`config.mk`:
```
export PLATFORM = sky130hd
export DESIGN_NAME = demux_1to8_seq
export DESIGN_NICKNAME = d
export VERILOG_FILES = /design/src/rtl/demux_1to8_seq.sv
export SDC_FILE = /design/constraint.sdc
export NUM_CORES = 1
export LEC_CHECK = 0
export CAP_MARGIN = 20
export CORE_ASPECT_RATIO = 1.4
export CORE_MARGIN = 2
export CORE_UTILIZATION = 31
export DETAILED_ROUTE_END_ITERATION = 6
export PLACE_DENSITY = 0.56
export SLEW_MARGIN = 20
export SYNTH_ARGS = -nofsm -noshare
export SYNTH_HDL_FRONTEND = slang
export SYNTH_SLANG_ARGS = --single-unit
export TNS_END_PERCENT = 30
```
`constraint.sdc`:
```
create_clock -name clk -period 2.3 [get_ports clk]
set_input_delay 0.46 -clock clk [delete_from_list [all_inputs] [get_ports clk]]
set_output_delay 0.46 -clock clk [all_outputs]
set_load 0.01 [all_outputs]
```
`src/rtl/demux_1to8_seq.sv`:
```
// Serial-to-parallel 1-to-8 demux: rebuilds bytes from a bit stream, double-buffered.
// Define DEMUX_MSB_FIRST_EN to fill out[7] first and walk sel downward.
module demux_1to8_seq #(
    parameter logic [7:0] RESET_VAL = 8'h00
) (
    input  logic       clk,
    input  logic       rst,
    input  logic       in_bit,
    input  logic       in_valid,
    output logic       in_ready,
    input  logic       flush,
    output logic [2:0] sel,
    output logic [7:0] out,
    output logic       out_valid,
    input  logic       out_ready
);

    typedef enum logic {FILL, STALL} state_t;

`ifdef DEMUX_MSB_FIRST_EN
    localparam logic [2:0] FIRST = 3'd7;
    localparam logic [2:0] LAST  = 3'd0;
    localparam logic [2:0] STEP  = 3'd7;
`else
    localparam logic [2:0] FIRST = 3'd0;
    localparam logic [2:0] LAST  = 3'd7;
    localparam logic [2:0] STEP  = 3'd1;
`endif

    state_t     state, state_nxt;
    logic [2:0] sel_cnt, sel_nxt;
    logic [7:0] stage, stage_nxt;
    logic [7:0] merged;
    logic [7:0] out_nxt;
    logic       valid_nxt;

    assign in_ready = (state == FILL);
    assign sel      = sel_cnt;

    always_ff @(posedge clk or posedge rst) begin
        if (rst) begin
            state     <= FILL;
            sel_cnt   <= FIRST;
            stage     <= '0;
            out       <= RESET_VAL;
            out_valid <= 1'b0;
        end else begin
            state     <= state_nxt;
            sel_cnt   <= sel_nxt;
            stage     <= stage_nxt;
            out       <= out_nxt;
            out_valid <= valid_nxt;
        end
    end

    // A drain clears out_valid unless a load in the same cycle re-asserts it.
    always_comb begin
        state_nxt        = state;
        sel_nxt          = sel_cnt;
        stage_nxt        = stage;
        out_nxt          = out;
        valid_nxt        = out_valid;
        merged           = stage;
        merged[sel_cnt]  = in_bit;

        if (out_valid && out_ready) begin
            valid_nxt = 1'b0;
        end

        if (flush) begin
            sel_nxt   = FIRST;
            stage_nxt = '0;
            state_nxt = FILL;
        end else begin
            case (state)
                FILL: begin
                    if (in_valid) begin
                        stage_nxt = merged;
                        if (sel_cnt != LAST) begin
                            sel_nxt = sel_cnt + STEP;
                        end else if (!out_valid || out_ready) begin
                            out_nxt   = merged;
                            valid_nxt = 1'b1;
                            sel_nxt   = FIRST;
                        end else begin
                            sel_nxt   = FIRST;
                            state_nxt = STALL;
                        end
                    end
                end
                STALL: begin
                    // Completed frame waits in stage until the consumer frees out.
                    if (out_ready) begin
                        out_nxt   = stage;
                        valid_nxt = 1'b1;
                        state_nxt = FILL;
                    end
                end
                default: state_nxt = FILL;
            endcase
        end
    end

endmodule
```
==> run summary <==
The flow ran to the end, and the final reports show no timing, DRC or antenna violations. Cells fill about two fifths of the core in the end. The worst flop-to-flop path endpoint is out[4]. For this run, the number of Yosys warnings is 0. The share of the clock period used by the worst path is between 80% and 90%. The final-layout setup total negative slack is 0 ps. Dividing the synthesized area by the synthesized cell count gives 10.7 um2. The horizontal die dimension came out at approximately 56 um.

The combined area of all synthesized cells came out at roughly 1200 um2. Setup repair after global routing left no endpoint under its margin. STA classifies the critical path startpoint as a flip-flop. Global routing consumed, on the met3 layer, between 2 and 2.5% of the routing resources. After clock tree synthesis, the flow added hold-fix buffers numbering 0. The via count of the first global-routing pass came out at roughly 940. After detailed routing, the number of remaining DRC violations is 0. The arrival time reported for the critical path endpoint came out at 1610 ps. Traced cell by cell, the critical path runs through clkdlybuf4s50_1. The global-route track usage on met2 is ~22%.

The clock-pin slew on the worst setup and hold paths came out at 80 ps. The die covers approximately 4400 um2. The I/O pin count is 19. The met1 usage in global routing came out at 15.6%. The total via count after detailed routing is around 900.

For this run, the leading register cell type out of synthesis is dfrtp_1. The distinct cell type count after synthesis is 33. The overall track demand over capacity in global routing is between 10% and 20%.

The register bit count reported by yosys is 21. The first global-routing pass estimated about 4.4 mm of wire. At the end of routability-driven placement, the weighted congestion stood at around 0.7. From bottom edge to top edge, the die measures ~77 um. When the netlist entered floorplanning its net count stood at 120. Yosys mapped a number of flops with a built-in enable equal to 0. The setup check on the worst reg-to-reg path leaves a slack of approximately 420 ps. The stage delay of the slowest cell on the critical path is 700 ps. The number of setup buffers added after CTS is 0. In this run the most critical hold path is launched from out[5].

Once placement finished, the instance area stood at between 1000 and 1500 um2. The largest individual stage delay along the critical path comes from the cell dfrtp_1. The post-synthesis async set-or-reset flop share came out at 100%. The gate count after technology mapping is between 100 and 150. The sequential fraction of the synthesis area came out at between 40% and 50%.

The data required time at the worst endpoint is roughly 1800 ps. The number of rows created at floorplan came out at 26. met2 is the most crowded layer.

The number of cells on the critical path is 1. The area of the core is 3680 um2. The type of the tightest min-delay check is flip-flop to flip-flop. The post-route worst hold slack is 514 ps. Measured in cells, the most critical reg-to-reg path has a length of 5. Clock tree synthesis selected as its root buffer the cell clkbuf_8. The clock sink count came out at 21. The worst-case IR drop observed on VDD is between 0.3 and 0.4 mV. The TritonCTS buffer count came out at 3. Yosys instantiated no cell more often than dfrtp_1. In this run the tightest slew margin relative to its limit is approximately 63%. The number of buffers on the longest clock path is 2. The sum of internal, switching and leakage power came out at 720 uW. The routed design has 2.58 mm of wire.

The number of violations reported at the end of detailed-routing iteration 0 came out at 19. The number of antenna violations at the first check in global routing is 0. The critical path ends at sel[2].

The maximum fanout along the worst path is 19. The start of the worst register-to-register path is sel[2]. The maximum clock frequency is 484 MHz. The number of gates resized after CTS is 0.

TritonCTS built the clock tree. In this design, the largest share of critical-path delay is due to flip-flops. The final count of pins violating max slew is 0.

The area overhead of the layout relative to synthesis came out at 23.3%. By area the synthesized netlist is led by dfrtp_1 44%, mux2_2 15%, a21oi_1 3.8%, and4bb_2 3.2%, ha_1 3.2%. The first-pass iteration count of the detailed router is 4. The clock arrives with just under 3 ps of skew. After synthesis, the largest area contributor takes up around 44% of total cell area.

The worst setup path is captured at a primary output. The number of diodes added for antenna fixing is 0. The time the worst path needs with I/O delays and setup came out at a little over 2000 ps. Setup violations remaining at the end of the flow were counted as 0. The via count normalized by instance count is ~5.2.

The residual antenna-violating net count after detailed routing is 0. The transition time at the pin with the least slew margin came out at around 560 ps. The leakage power came out at roughly 0.00064 uW.

The count of maximum capacitance violations is 0. The largest area contributor in the netlist is dfrtp_1. Of the cells placed in the final design, the portion with a size suffix greater than 1 is 23.8%. The final count of hold timing violations came to 0. The residual overflow from global routing came out at 0. The number of buffer and inverter instances along the worst setup path is 1. Entering global routing, the biggest net connects 22 pins. The area of all placed cells without fillers is around 1500 um2.

Dividing total power by cell area gives a power density of roughly 490 nW/um2. The detailed-route wire length per cell is 15.0 um. The total half-perimeter wirelength after legalization and detailed placement came out at roughly 1.8 mm.

The initial standard-cell utilization of the core came out at 32.4%. The worst setup path is of the flip-flop to primary output kind. CTS built an H-tree with a depth of 1. The net count reported at finish is between 100 and 150.

The critical path startpoint is sel[2]. The insertion delay of the later-clocked pin in the worst-skew pair came out at 260 ps. The quantity of I/O buffers inserted on ports is 18. Counting instances in the post-synthesis netlist gives the leading cell types as 21 x dfrtp_1, 16 x mux2_2, 9 x a21oi_1, 6 x nand3_1, 6 x o21ai_0.
-- stage by stage --
step | setup WS [ps] | std cells
after floorplan | 659 | 111
after detailed placement | 307 | 168
after global placement | 344 | 168
after CTS | 242 | 172
final | 235 | 172
after global routing | 142 | 172
-- state kept, by name, summed over array words and instances (netlist names) --
name,cells
out,8
out_valid,1
sel,3
state,1
stage,8
-- logic make-up after synthesis --
family                   synth area share, %
AO/OA/AOI/OAI                           9.98
flip-flops                              44.1
adder cells (fa/ha/maj)                 3.15
multiplexers                            17.6
AND/OR/NAND/NOR                         20.3
buffers and inverters                   4.83
-- layout by cell type, fill, tap and decap left out, types with 2 or more instances in the layout --
master / instances
nand3_1: 6
a21oi_1: 9
nand2b_1: 2
dfrtp_1: 21
mux2_2: 16
ha_1: 3
clkbuf_8: 3
o21ai_0: 6
and4bb_2: 3
nand4_1: 2
inv_1: 3
nor2_1: 5
mux2i_1: 3
buf_4: 6
nor2b_1: 4
clkdlybuf4s50_1: 18
o31ai_1: 2
nor4b_1: 3
a31oi_1: 2
-- report_power, final --
part           total [uW]  switching [uW]  internal, uW
clock                 245             124           121
sequential            379            4.55           375
combinational        96.8            53.7          43.1
total                 720             182           538
-- final cells by class --
cell class / count / area, um2
fillers: 365 / 2210
multi-input cells: 78 / 608
flip-flops and latches: 21 / 526
repair buffers: 24 / 225
well taps: 42 / 52.6
clock buffers: 3 / 41.3
inverters: 3 / 11.3
clock inverters: 1 / 5.00
-- how the worst min path moves through the flow --
stage | end | cells after the start
finish | out[5] | 1
global route | out[6] | 1
CTS | out[6] | 1
detailed placement | out[3] | 1
global placement | out[5] | 1
floorplan | out[0] | 1
-- layer usage --
layer	wire [um]	up-vias
met1	1170	434
met4	25	0
met2	1290	14
li1	-	446
met3	85	2
met5	0	-
Power figures use the tool's default switching activity.
